`config.mk`:
```
export PLATFORM = sky130hd
export DESIGN_NAME = branch_resolve_ctrl
export DESIGN_NICKNAME = d
export VERILOG_FILES = /design/src/rtl/branch_ctrl_pkg.sv /design/src/rtl/branch_resolve_ctrl.sv
export SDC_FILE = /design/constraint.sdc
export NUM_CORES = 1
export LEC_CHECK = 0
export BUFFER_PORTS_ARGS = -buffer_cell sky130_fd_sc_hd__buf_2
export CAP_MARGIN = 40
export CORE_ASPECT_RATIO = 1.75
export CORE_MARGIN = 3
export CORE_UTILIZATION = 25
export DETAILED_ROUTE_END_ITERATION = 16
export SLEW_MARGIN = 20
export SYNTH_ARGS = -nofsm -noshare
export SYNTH_HDL_FRONTEND = slang
export SYNTH_SLANG_ARGS = --single-unit
```
`constraint.sdc`:
```
create_clock -name clk -period 3.3 [get_ports clk]
set_input_delay 0.66 -clock clk [delete_from_list [all_inputs] [get_ports clk]]
set_output_delay 0.66 -clock clk [all_outputs]
set_load 0.005 [all_outputs]
```
`src/rtl/branch_ctrl_pkg.sv`:
```
// Shared types and constants for the branch resolve controller.
// Latency: n/a (declarations only). Backpressure: n/a.
package branch_ctrl_pkg;

    typedef enum logic [1:0] {
        IDLE  = 2'd0,
        EVAL  = 2'd1,
        REDIR = 2'd2
    } state_t;

    localparam logic [2:0] BEQ  = 3'b000;
    localparam logic [2:0] BNE  = 3'b001;
    localparam logic [2:0] BLT  = 3'b100;
    localparam logic [2:0] BGE  = 3'b101;
    localparam logic [2:0] BLTU = 3'b110;
    localparam logic [2:0] BGEU = 3'b111;

    localparam logic [31:0] PC_INC = 32'd4;

    typedef struct packed {
        logic [31:0] pc;
        logic [31:0] op1;
        logic [31:0] op2;
        logic [2:0]  funct3;
        logic [31:0] imm;
    } br_req_t;

    // Only the six branch encodings are legal; 010/011 are reserved.
    function automatic logic funct3_illegal(input logic [2:0] f3);
        logic bad;
        bad = 1'b1;
        case (f3)
            BEQ, BNE, BLT, BGE, BLTU, BGEU: bad = 1'b0;
            default:                        bad = 1'b1;
        endcase
        return bad;
    endfunction

endpackage

```
`src/rtl/branch_resolve_ctrl.sv`:
```
// Resolves one branch per request via an external comparator; BRANCH_BTFN_PRED_EN selects BTFN prediction.
// Latency: accept at edge N -> done/redir_valid after edge N+1; 1 request per 2 cycles without redirect.
// Backpressure: req_ready low outside IDLE; redirect held stable until redir_ready.
module branch_resolve_ctrl
    import branch_ctrl_pkg::*;
(
    input  logic        clk,
    input  logic        rst_n,
    input  logic        req_valid,
    output logic        req_ready,
    input  logic [31:0] req_pc,
    input  logic [31:0] req_op1,
    input  logic [31:0] req_op2,
    input  logic [2:0]  req_funct3,
    input  logic [31:0] req_imm,
    output logic [31:0] cmp_op1,
    output logic [31:0] cmp_op2,
    output logic [2:0]  cmp_funct3,
    input  logic        cmp_branch,
    output logic        redir_valid,
    input  logic        redir_ready,
    output logic [31:0] redir_pc,
    output logic        flush,
    output logic        done,
    output logic        done_taken,
    output logic        misalign,
    output logic        illegal,
    output logic [15:0] mispredict_cnt
);

    state_t      state_q;
    state_t      state_d;
    br_req_t     req_q;

    logic        in_eval;
    logic        taken;
    logic        need_redir;
    logic        bad_f3;
    logic        bad_align;
    logic        eval_ok;
    logic        redir_hs;
    logic [31:0] target;
    logic [31:0] fallthru;

    logic [31:0] redir_pc_q;
    logic        flush_q;
    logic        done_q;
    logic        done_taken_q;
    logic        misalign_q;
    logic        illegal_q;
    logic [15:0] cnt_q;

    // Captured registers feed the comparator directly: they only change on
    // accept, so they hold the last evaluated operands in IDLE and REDIR.
    assign cmp_op1    = req_q.op1;
    assign cmp_op2    = req_q.op2;
    assign cmp_funct3 = req_q.funct3;

    assign in_eval  = (state_q == EVAL);
    assign taken    = cmp_branch;
    assign target   = req_q.pc + req_q.imm;
    assign fallthru = req_q.pc + PC_INC;
    assign bad_f3   = funct3_illegal(req_q.funct3);

`ifdef BRANCH_BTFN_PRED_EN
    logic predicted;
    assign predicted  = req_q.imm[31];
    assign need_redir = (taken != predicted);
`else
    assign need_redir = taken;
`endif

    assign bad_align = need_redir && taken && (target[1:0] != 2'b00);
    assign eval_ok   = !bad_f3 && !bad_align;
    assign redir_hs  = redir_valid && redir_ready;

    // State register
    always_ff @(posedge clk) begin
        if (!rst_n) begin
            state_q <= IDLE;
        end else begin
            state_q <= state_d;
        end
    end

    // Next-state logic
    always_comb begin
        state_d = state_q;
        case (state_q)
            IDLE:    if (req_valid)          state_d = EVAL;
            EVAL:    if (eval_ok && need_redir) state_d = REDIR;
                     else                     state_d = IDLE;
            REDIR:   if (redir_ready)        state_d = IDLE;
            default:                         state_d = IDLE;
        endcase
    end

    // Moore outputs
    always_comb begin
        req_ready   = 1'b0;
        redir_valid = 1'b0;
        case (state_q)
            IDLE:    req_ready   = 1'b1;
            REDIR:   redir_valid = 1'b1;
            default: ;
        endcase
    end

    always_ff @(posedge clk) begin
        if (!rst_n) begin
            req_q        <= '0;
            redir_pc_q   <= '0;
            flush_q      <= 1'b0;
            done_q       <= 1'b0;
            done_taken_q <= 1'b0;
            misalign_q   <= 1'b0;
            illegal_q    <= 1'b0;
            cnt_q        <= '0;
        end else begin
            if (req_valid && req_ready) begin
                req_q.pc     <= req_pc;
                req_q.op1    <= req_op1;
                req_q.op2    <= req_op2;
                req_q.funct3 <= req_funct3;
                req_q.imm    <= req_imm;
            end
            done_q       <= in_eval && eval_ok;
            done_taken_q <= in_eval && eval_ok && taken;
            misalign_q   <= in_eval && !bad_f3 && bad_align;
            illegal_q    <= in_eval && bad_f3;
            if (in_eval && eval_ok && need_redir) begin
                redir_pc_q <= taken ? target : fallthru;
            end
            // Flush lands in the cycle after the redirect is accepted.
            flush_q <= redir_hs;
            if (redir_hs && (cnt_q != 16'hFFFF)) begin
                cnt_q <= cnt_q + 16'd1;
            end
        end
    end

    assign redir_pc       = redir_pc_q;
    assign flush          = flush_q;
    assign done           = done_q;
    assign done_taken     = done_taken_q;
    assign misalign       = misalign_q;
    assign illegal        = illegal_q;
    assign mispredict_cnt = cnt_q;

endmodule

```
; ---- Word level (Yosys, flattened, before mapping)
; Cells that the tools add are included.
[totals]
regBits = 186
inputBits = 136
output_inout_bits = 122
wordCells = 51
[classes]
add_sub_neg = 3
eq_ne = 10
muxes = 8
reduce_logical = 17
[op_table]
columns = cell, count
row1 = 32-bit by 3-bit adder with 32-bit output (second input constant), 1
row2 = 32-bit adder, 1
row3 = 32-bit 2-to-1 mux, 1
row4 = 16-bit by 1-bit adder with 16-bit output (second input constant), 1
row5 = 16-bit != test (second input constant), 1
row6 = 3-bit equality test (second input constant), 4
row7 = 1-bit logical AND, 11
row8 = 2-bit 2-to-1 mux, 3
row9 = 2-bit case mux with 3 select lines, 1
row10 = 6-bit OR reduction, 1
row11 = 2-bit != test (second input constant), 2
row12 = 3-bit by 1-bit equality test with 1-bit output (second input constant), 1
row13 = 3-bit logical NOT, 1
row14 = 1-bit 2-to-1 mux, 3
row15 = 2-bit by 1-bit equality test with 1-bit output (second input constant), 1
row16 = 2-bit equality test (second input constant), 1
row17 = 2-bit logical NOT, 1
row18 = 2-bit AND reduction, 1
row19 = 2-bit nonzero test, 1
row20 = 1-bit logical NOT, 1

; ---- Longest topological paths before layout
; Gate-level depths: netlist (run 1).
[logic_depth]
ltp_word = 8
depth_mapped = 10
mapped_depth_nobuf = 10

; ---- Least setup slack after synthesis (run 1)
; No wires, ideal clock.
[synth_timing]
path_type = register to register
startpoint = register req_q[0] in the netlist's numbering
endpoint = register redir_pc_q[30], in the netlist redir_pc[30]
setup_time_ns = 0.117
t_arrival_ns = 2.644
required_time_ns = 3.183
path_slack_ns = 0.539
path_stages_with_launch = 10
n_path_buf = 0
period_less_slack_ns = 2.761
cell_sequence = dfxtp_1 ha_1 fa_1 a21o_1 a221o_1 a221o_2 a311oi_4 o21bai_2 a32o_1 a22o_1
[synth_via]
elab_chain_cells = 7
elab_cells_between_ends = 8
cone_classes = add/sub (1) / mux (1) / reduce/logical (6)
[synth_rtl]
columns = item, line
row1 = from (decl), branch_resolve_ctrl.sv:33  ; br_req_t req_q;
row2 = 32-bit adder *, branch_resolve_ctrl.sv:61  ; assign target = req_q.pc + req_q.imm;
row3 = 2-bit nonzero test, branch_resolve_ctrl.sv:73  ; assign bad_align = need_redir && taken && (target[1:0] != 2'b00);
row4 = 1-bit logical AND, branch_resolve_ctrl.sv:73
row5 = 1-bit logical NOT, branch_resolve_ctrl.sv:74  ; assign eval_ok = !bad_f3 && !bad_align;
row6 = 1-bit logical AND, branch_resolve_ctrl.sv:74
row7 = 1-bit logical AND (2 in series), branch_resolve_ctrl.sv:131  ; if (in_eval && eval_ok && need_redir) begin
row8 = to (signal assigned), branch_resolve_ctrl.sv:132  ; redir_pc_q <= taken ? target : fallthru;
row9 = to (decl), branch_resolve_ctrl.sv:45  ; logic [31:0] redir_pc_q;
; Mark *: on every way between the ends. The rest lies on a longest branch, timed or not.
; A chain may end at the register's enable or synchronous reset.

; ---- Worst setup path in the final report (run 1)
; Same ends and word-level chain as after synthesis.

==> impl_metrics.py, run 1 <==
metrics = {
    "yosys": {
        "synth_top_area_share_pct": 41.1,
        "seq_area_frac_synth_pct": 41.1,
        "syn_nets": 1279,
        "synth_cells": 1110,
        "ys_warn_count": 0,
        "synth-seq-cells": 186,
        "synth_ff_type": "dfxtp_1",
        "synthArstFlopShare_pct": 0,
        "synth.distinct_cells": 53,
        "netlist_area_um2": 9070,
        "yosysTopAreaCell": "dfxtp_1",
        "ys_top_cells_by_area": "dfxtp_1 41%, nand2_1 13%, a21boi_0 11%",
        "synth.avg_cell_area_um2": 8.17,
        "synth_edf_count": 0,
    },
    "placement": {
        "placement.io_buffers": 257,
        "hpwl_um": 20100,
        "place.gp.congestion": 0.853,
        "dpl.cell_count": 1706,
    },
    "route": {
        "routed_via_density": 4.53,
        "ant_nets": 0,
        "wire_per_inst_um": 15.1,
        "wl_met1_um": 10100,
        "first_iter_violations": 307,
        "wl_um": 26400,
        "route.met2.wl_um": 13100,
        "routed.top_layer": "met5",
        "dr.pass1.iters": 5,
        "via_count": 7920,
        "drc": 0,
        "met3WireLength_um": 1750,
    },
    "worst_setup_path": {
        "path_max_fanout": 4,
        "r2r-start": "req_q[0]$_SDFFE_PN0P_",
        "cp.arrival_ns": 3.41,
        "criticalPathCategory": "reg -> reg",
        "end_kind": "flip-flop",
        "r2r_cells": 9,
        "rrSetupSlack_ns": 0.23,
        "worstPathRequired_ns": 3.64,
        "rr_endpoint": "redir_pc[30]$_SDFFE_PN0P_",
        "start_kind": "flip-flop",
    },
    "timing": {
        "finalSetupTns_ns": 0,
        "clock_skew_ns": 0.0138,
        "slew_violations": 0,
        "rsz0062_at_grt": "false",
        "fmax_mhz": 326,
        "maxSlewHeadroom_pct": 54.3,
        "tightest_slew_ns": 0.685,
        "final.min_clock_period_ns": 3.07,
        "setup_viol": 0,
        "period_share_pct": 93.1,
        "hold_violations": 0,
    },
    "clock_tree": {
        "cts_buffers": 17,
        "post_cts_resized": 0,
        "cts_hold_buffers": 0,
        "cts_root_buf": "clkbuf_16",
        "cts_max_path_buffers": 2,
        "postCtsSetupBuffers": 0,
        "clock_latency_ns": 0.45,
        "htreeDepth": 4,
        "clk_pin_slew_ns": 0.07,
        "cts_tree": "done",
        "clock-sinks": 186,
    },
    "global_routing": {
        "grt_pass1_vias": 7540,
        "grt_max_degree": 95,
        "grt_pass1_wl_um": 40700,
        "antenna_found_initial": 20,
        "grtUsageTotal_pct": 13.4,
        "grt_overflow_total": 0,
    },
    "cells_and_area": {
        "fin_nets": 1429,
        "drive_above_1_share_pct": 24.4,
        "nFillCells": 3840,
        "instances_no_fill": 1747,
        "syn_to_final_growth_pct": 20.6,
    },
    "min_path": {
        "min_path_type": "in -> reg",
        "hold_depth": 3,
        "worstHoldEndpoint": "cmp_op2[21]$_SDFFE_PN0P_",
        "hold_start": "req_op2[21]",
    },
    "floorplan": {
        "rows": 91,
        "dieArea_um2": 38700,
        "die_w_um": 150,
        "initial_core_util_pct": 25.5,
        "core-area_um2": 35500,
        "die_y_um": 258,
        "num_io_pins": 258,
    },
    "job": {
        "max-cap-violations": 0,
    },
    "status": {
        "status": "finished clean",
    },
    "power_and_ir_drop": {
        "vdd_drop_max_v": 0.000337,
        "powerDensity_nw_per_um2": 477,
        "p_leak_nw": 4.80,
    },
}
## registers in the layout, summed over array words and instances (netlist names)
name / flops
illegal: 1
state_q: 2
cmp_op2: 32
flush: 1
misalign: 1
cmp_funct3: 3
done: 1
mispredict_cnt: 16
req_q: 64
done_taken: 1
redir_pc: 32
cmp_op1: 32
## how the worst max path moves through the flow
| stage | from | end | slack [ns] | depth (start not counted) |
|---|---|---|---|---|
| 2_1_floorplan | req_q[0]$_SDFFE_PN0P_ | redir_pc[30]$_SDFFE_PN0P_ | 0.54 | 9 |
| 3_3_place_gp | req_q[0]$_SDFFE_PN0P_ | redir_pc[30]$_SDFFE_PN0P_ | 0.29 | 9 |
| 4_1_cts | req_q[0]$_SDFFE_PN0P_ | redir_pc[30]$_SDFFE_PN0P_ | 0.20 | 9 |
| 3_5_place_dp | req_q[0]$_SDFFE_PN0P_ | redir_pc[30]$_SDFFE_PN0P_ | 0.21 | 9 |
| 6_report | req_q[0]$_SDFFE_PN0P_ | redir_pc[30]$_SDFFE_PN0P_ | 0.23 | 9 |
| 5_1_grt | req_q[0]$_SDFFE_PN0P_ | redir_pc[30]$_SDFFE_PN0P_ | 0.11 | 9 |
## metal layers
| metal | vias to the layer above | track usage, % |
|---|---|---|
| met4 | 18 | 8.27 |
| met1 | 3575 | 14.0 |
| met2 | 255 | 23.1 |
| met3 | 78 | 4.49 |
| met5 | - | 0 |
| li1 | 3994 | - |
## worst max-delay path, stage by stage (launching register included)
cell      delay, ns
dfxtp_1        0.32
ha_1           0.22
fa_1           0.41
a21o_1         0.22
a221o_1        0.35
a221o_2        0.42
a311oi_4       0.42
o21bai_2       0.16
a32o_1         0.24
a22o_1         0.18
## stage by stage
stage | hold slack [ns] | setup WS, ns | cell area, um^2 | power (mW) | utilization (%)
final | 0.451 | 0.229 | 10900 | 5.22 | 30.8
after global routing | 0.436 | 0.112 | 10900 | 5.49 | 30.8
after CTS | 0.418 | 0.199 | 10900 | 5.32 | 30.7
after detailed placement | 0.442 | 0.209 | 10300 | 3.14 | 29.0
after global placement | 0.434 | 0.285 | 10300 | 3.13 | 29.0
after floorplan | 0.444 | 0.539 | 9070 | 2.92 | -
## cell usage in the layout (no fill, tap or decap), drive strengths merged, types with 3 or more instances in the layout
cell type / synthesis / routed
nor2: 26 / 26
o21bai: 3 / 3
a21boi: 136 / 136
and2: 27 / 27
xnor2: 23 / 23
a21o: 9 / 9
nand4: 17 / 17
xor2: 15 / 15
nand2: 318 / 318
dfxtp: 186 / 186
o31ai: 3 / 3
a31oi: 7 / 7
a211oi: 7 / 7
nor3: 8 / 8
o221ai: 3 / 3
a221o: 4 / 4
nor2b: 5 / 5
buf: 68 / 266
nand2b: 4 / 4
o21a: 3 / 3
inv: 7 / 11
nand3: 18 / 18
diode: 0 / 9
ha: 32 / 32
nand3b: 4 / 4
a31o: 3 / 3
clkinv: 0 / 6
o211ai: 6 / 6
clkbuf: 67 / 18
o21ai: 38 / 38
and4: 4 / 4
a21oi: 25 / 25
and3: 14 / 14
## report_power, final
part / leakage (nW) / internal, mW / switching (mW)
combinational: 2.98 / 0.278 / 0.395
sequential: 1.52 / 2.36 / 0.0572
clock: 0.293 / 1.16 / 0.977
## cells by family after synthesis
| family | synth area share [%] |
|---|---|
| AO/OA/AOI/OAI | 20.6 |
| XOR/XNOR | 3.67 |
| adder cells (fa/ha/maj) | 4.64 |
| buffers and inverters | 8.65 |
| flip-flops | 41.1 |
| multiplexers | 0.110 |
| AND/OR/NAND/NOR | 21.3 |
## layout make-up
class / count / area, um^2 / area share [%]
sequential: 186 / 3720 / 34.1
clock inverter: 14 / 164 / 1.50
timing repair buffer: 266 / 1410 / 12.9
clock buffer: 18 / 439 / 4.02
antenna: 9 / 22.5 / 0.206
inverter: 7 / 26.3 / 0.240
multi-input combinational: 782 / 4570 / 41.8
tap: 465 / 582 / 5.32
## Yosys cell counts (8+ instances only)
cell        n
a21boi_0  136
a21o_1      9
a21oi_1    25
and2_1     25
and3_1     13
buf_4      67
clkbuf_1   67
dfxtp_1   186
ha_1       32
nand2_1   318
nand3_1    18
nand4_1    17
nor2_1     26
nor3_1      8
o21ai_0    38
xnor2_1    23
xor2_1     15
Note: power is estimated with default switching activity, not from simulation.
==> run 2, diff against run 1 <==
--- a/config.mk
+++ b/config.mk
@@ -9,8 +9,9 @@
 export CAP_MARGIN = 40
 export CORE_ASPECT_RATIO = 1.75
 export CORE_MARGIN = 3
-export CORE_UTILIZATION = 25
+export CORE_UTILIZATION = 53
 export DETAILED_ROUTE_END_ITERATION = 16
+export PLACE_DENSITY = 0.81
 export SLEW_MARGIN = 20
 export SYNTH_ARGS = -nofsm -noshare
 export SYNTH_HDL_FRONTEND = slang
==> run 2 against run 1 <==
Net effect:
- routed wire length is 16% lower
- critical path type unchanged
- non-clock buffer count decreased by 3
- sequential cell count unchanged
- register-to-register slack gained 0.11 ns
==> impl_metrics.py, run 2 (same netlist as run 1, synthesis figures left out) <==
metrics = {
    "clock_tree": {
        "postCtsSetupBuffers": 0,
        "cts_tree": "done",
        "cts_buffers": 17,
        "cts_root_buf": "clkbuf_16",
        "clock-sinks": 186,
        "post_cts_resized": 0,
        "clock_latency_ns": 0.44,
        "cts_max_path_buffers": 2,
        "cts_hold_buffers": 0,
        "htreeDepth": 4,
        "clk_pin_slew_ns": 0.07,
    },
    "floorplan": {
        "dieArea_um2": 18800,
        "core-area_um2": 16600,
        "num_io_pins": 258,
        "initial_core_util_pct": 54.6,
        "rows": 62,
        "die_y_um": 179,
        "die_w_um": 105,
    },
    "timing": {
        "final.min_clock_period_ns": 2.96,
        "finalSetupTns_ns": 0,
        "timing.hold.ws_ns": 0.447,
        "fmax_mhz": 338,
        "hold_violations": 0,
        "setup_viol": 0,
        "rsz0062_at_grt": "false",
        "tightest_slew_ns": 0.687,
        "slew_violations": 0,
        "setup_ws_ns": 0.339,
        "maxSlewHeadroom_pct": 54.2,
        "period_share_pct": 89.7,
        "clock_skew_ns": 0.0101,
    },
    "cells_and_area": {
        "antenna-diode-count": 0,
        "layout_commonest_cell": "nand2_1",
        "syn_to_final_growth_pct": 17.2,
        "layout_common_cells": "317 x nand2_1, 256 x buf_2, 186 x dfxtp_1",
        "nFillCells": 1522,
        "instances_no_fill": 1494,
        "drive_above_1_share_pct": 24.2,
        "largest_reg_flops": 64,
        "fin_nets": 1426,
        "largest-register": "req_q",
    },
    "global_routing": {
        "grtUsageTotal_pct": 23.7,
        "use_met2_pct": 44.1,
        "grt_pass1_vias": 7731,
        "grt_pass1_wl_um": 36400,
        "met3_usage_pct": 6.74,
        "grt_max_degree": 116,
        "antenna_found_initial": 0,
        "globalRoute.busiestLayer": "met2",
        "grt_overflow_total": 0,
        "use_met1_pct": 25.6,
    },
    "route": {
        "via_count": 7850,
        "routed_via_density": 5.25,
        "wire_per_inst_um": 14.9,
        "dr.pass1.iters": 5,
        "wl_um": 22300,
        "first_iter_violations": 435,
        "ant_nets": 0,
        "drc": 0,
    },
    "placement": {
        "hpwl_um": 16600,
        "place.gp.congestion": 0.896,
        "placement.io_buffers": 257,
        "dpl.cell_count": 1462,
        "dp_slack_ns": 0.354,
    },
    "min_path": {
        "min_path_type": "reg -> reg",
    },
    "worst_setup_path": {
        "critPathTopFamily": "compound AO/OA/AOI/OAI gates",
        "cp.arrival_ns": 3.29,
        "start_kind": "flip-flop",
        "cp_slowest_stage_delay_ns": 0.41,
        "path_max_fanout": 4,
        "worst-path-buf-inv": 0,
        "end_kind": "flip-flop",
        "criticalPathCategory": "reg -> reg",
        "path_cells": "ha_1 > fa_1 > a21o_1 > a221o_1 > a221o_2 > a311oi_4 > o21bai_2 > a32o_1 > a22o_1",
        "slowest_stage": "a221o_2",
        "worstPathRequired_ns": 3.63,
    },
    "power_and_ir_drop": {
        "powerDensity_nw_per_um2": 496,
        "vdd_drop_max_v": 0.000518,
        "p_leak_nw": 4.80,
    },
    "job": {
        "max-cap-violations": 0,
    },
    "status": {
        "status": "finished clean",
    },
}
==> run 2: cell type report <==
class / count / area, um^2 / share of cell area, %
clock buffers: 17 / 425 / 4.00
clock inverters: 15 / 230 / 2.17
repair buffers: 263 / 1370 / 12.9
inverters: 7 / 26.3 / 0.247
flip-flops and latches: 186 / 3720 / 35.0
well taps: 224 / 280 / 2.64
multi-input cells: 782 / 4570 / 43.0
==> run 2: worst min-delay path, delay by kind of cell (launching register included) <==
| family | cells | cell delay, ns |
|---|---|---|
| AND/OR/NAND/NOR | 1 | 0.04 |
| flip-flops | 1 | 0.32 |
| AO/OA/AOI/OAI | 1 | 0.05 |
==> run 2: worst paths after layout <==
kind | start | endpoint | cells after the start | slack [ns]
worst min-delay path | redir_pc[25]$_SDFFE_PN0P_ | redir_pc[25]$_SDFFE_PN0P_ | 2 | 0.45
worst max register to register | req_q[0]$_SDFFE_PN0P_ | redir_pc[30]$_SDFFE_PN0P_ | 9 | 0.34
worst max-delay path | req_q[0]$_SDFFE_PN0P_ | redir_pc[30]$_SDFFE_PN0P_ | 9 | 0.34
worst min register to register | redir_pc[25]$_SDFFE_PN0P_ | redir_pc[25]$_SDFFE_PN0P_ | 2 | 0.45
==> run 2: report_power, final <==
part	total [mW]	internal, mW	leakage (nW)	switching (mW)
Clock	2.21	1.24	0.318	0.970
Combinational	0.651	0.272	2.96	0.379
Sequential	2.41	2.36	1.52	0.0584
Total	5.27	3.87	4.80	1.41
==> run 2: layer usage <==
metal,part of all wire [%],routed length (um)
met5,0,0
met4,2.4,538
met3,6.7,1500
met2,52,11700
met1,39,8570
==> run 2: metrics by stage <==
step	cell area, um^2	total power [mW]	utilization [%]
CTS	10600	5.33	64.0
global route	10600	5.51	64.0
floorplan	9070	2.92	-
finish	10600	5.27	64.0
detailed placement	9970	3.12	60.1
global placement	9970	3.10	60.1
==> run 3, diff against run 2 <==
--- a/config.mk
+++ b/config.mk
@@ -11,7 +11,7 @@
 export CORE_MARGIN = 3
 export CORE_UTILIZATION = 53
 export DETAILED_ROUTE_END_ITERATION = 16
-export PLACE_DENSITY = 0.81
+export PLACE_DENSITY = 0.79
 export SLEW_MARGIN = 20
 export SYNTH_ARGS = -nofsm -noshare
 export SYNTH_HDL_FRONTEND = slang
==> run 3 against run 2 <==
Net effect:
- cell count is essentially flat
- worst hold slack gained 0.011 ns
- critical path depth is the same
- die area is the same
- total power shrank 4.1%
- sequential share of layout area grew 0.22 points
- first-iteration DRC count shrank 8.7%
- setup slack lost 0.029 ns
- combinational power is essentially flat
- global-route usage shrank 0.28 points
- clock power shrank 10%
- critical path type unchanged
- critical endpoint unchanged
==> impl_metrics.py, run 3 (same netlist as run 1, synthesis figures left out) <==
metrics = {
    "status": {
        "status": "finished clean",
    },
    "global_routing": {
        "grt_pass1_vias": 7573,
        "grt_max_degree": 106,
        "grt_overflow_total": 0,
        "grtUsageTotal_pct": 23.4,
        "antenna_found_initial": 0,
        "grt_pass1_wl_um": 36200,
    },
    "cells_and_area": {
        "syn_to_final_growth_pct": 16.5,
        "layout_common_cells": "317 x nand2_1, 256 x buf_2, 186 x dfxtp_1",
        "nFillCells": 1514,
        "fin_area_um2": 10600,
        "layout_commonest_cell": "nand2_1",
        "largest_reg_flops": 64,
        "antenna-diode-count": 0,
        "fin_nets": 1427,
        "instances_no_fill": 1495,
        "drive_above_1_share_pct": 24.2,
        "final_util_pct": 63.6,
        "largest-register": "req_q",
    },
    "timing": {
        "setup_viol": 0,
        "setup_ws_ns": 0.310,
        "rsz0062_at_grt": "false",
        "clock_skew_ns": 0.0115,
        "period_share_pct": 90.6,
        "slew_violations": 0,
        "timing.hold.ws_ns": 0.459,
        "final.min_clock_period_ns": 2.99,
        "tightest_slew_ns": 0.664,
        "fmax_mhz": 334,
        "hold_violations": 0,
        "maxSlewHeadroom_pct": 55.5,
        "finalSetupTns_ns": 0,
    },
    "worst_setup_path": {
        "end_kind": "flip-flop",
        "start_kind": "flip-flop",
        "path_max_fanout": 4,
        "worstPathRequired_ns": 3.61,
        "r2r-start": "req_q[0]$_SDFFE_PN0P_",
        "criticalPathCategory": "reg -> reg",
        "crit_path_start": "req_q[0]$_SDFFE_PN0P_",
        "cp.arrival_ns": 3.30,
        "r2r_cells": 9,
    },
    "floorplan": {
        "initial_core_util_pct": 54.6,
        "dieArea_um2": 18800,
        "rows": 62,
        "die_w_um": 105,
        "num_io_pins": 258,
        "die_y_um": 179,
        "core-area_um2": 16600,
    },
    "placement": {
        "hpwl_um": 16500,
        "place_area_um2": 9980,
        "placement.io_buffers": 257,
        "dpl.cell_count": 1463,
        "place.gp.congestion": 0.916,
        "dp_slack_ns": 0.322,
    },
    "power_and_ir_drop": {
        "power_frac_comb_pct": 12.9,
        "switchingPower_mw": 1.39,
        "powerDensity_nw_per_um2": 479,
        "p_int_mw": 3.67,
        "p_clk_share_pct": 39.4,
        "p_sw_share_pct": 27.5,
        "pwr-share-seq_pct": 47.7,
        "p_leak_nw": 4.77,
        "vdd_drop_max_v": 0.000360,
        "power_mw": 5.06,
    },
    "route": {
        "via_count": 7912,
        "wl_um": 22200,
        "first_iter_violations": 397,
        "dr.pass1.iters": 5,
        "routed_via_density": 5.29,
        "ant_nets": 0,
        "drc": 0,
        "wire_per_inst_um": 14.8,
    },
    "min_path": {
        "min_path_type": "reg -> reg",
        "hold_depth": 2,
        "hold_start": "cmp_op1[13]$_SDFFE_PN0P_",
    },
    "clock_tree": {
        "cts_root_buf": "clkbuf_16",
        "cts_hold_buffers": 0,
        "cts_tree": "done",
        "post_cts_resized": 0,
        "htreeDepth": 4,
        "postCtsSetupBuffers": 0,
        "cts_buffers": 17,
        "cts_max_path_buffers": 2,
        "clk_pin_slew_ns": 0.07,
        "clock_latency_ns": 0.43,
        "clock-sinks": 186,
    },
    "job": {
        "max-cap-violations": 0,
    },
}
-- run 3: final timing paths --
path                            slack (ns)                         to
worst max-delay path                  0.31  redir_pc[30]$_SDFFE_PN0P_
worst min-delay path                  0.46   cmp_op1[13]$_SDFFE_PN0P_
worst max register to register        0.31  redir_pc[30]$_SDFFE_PN0P_
worst min register to register        0.46   cmp_op1[13]$_SDFFE_PN0P_
-- run 3: metal layers --
layer | GRT usage (%) | routed length [um]
met1 | 26.4 | 8920
met2 | 42.1 | 11100
met3 | 5.41 | 1500
met4 | 10.3 | 693
met5 | 0 | 0
-- run 3: power by group through the flow --
stage / Combinational, mW / Sequential (mW) / Clock (mW)
2_1_floorplan: 0.462 / 2.45 / 0
3_5_place_dp: 0.653 / 2.47 / 0
3_3_place_gp: 0.645 / 2.46 / 0
6_report: 0.653 / 2.41 / 1.99
4_1_cts: 0.657 / 2.41 / 2.04
5_1_grt: 0.735 / 2.43 / 2.13
-- run 3: area by class of cell --
class                      instances  area (um^2)  share of cell area, %
tap                              224          280                   2.65
multi-input combinational        782         4570                   43.3
clock buffer                      19          453                   4.29
clock inverter                    13          130                   1.23
inverter                           7         26.3                  0.249
sequential                       186         3720                   35.3
timing repair buffer             264         1380                   13.1
-- run 3: critical path, stage by stage, from the launching register on --
cell      delay [ns]
dfxtp_1         0.32
ha_1            0.22
fa_1            0.41
a21o_1          0.21
a221o_1         0.34
a221o_2         0.42
a311oi_4        0.40
o21bai_2        0.16
a32o_1          0.24
a22o_1          0.18
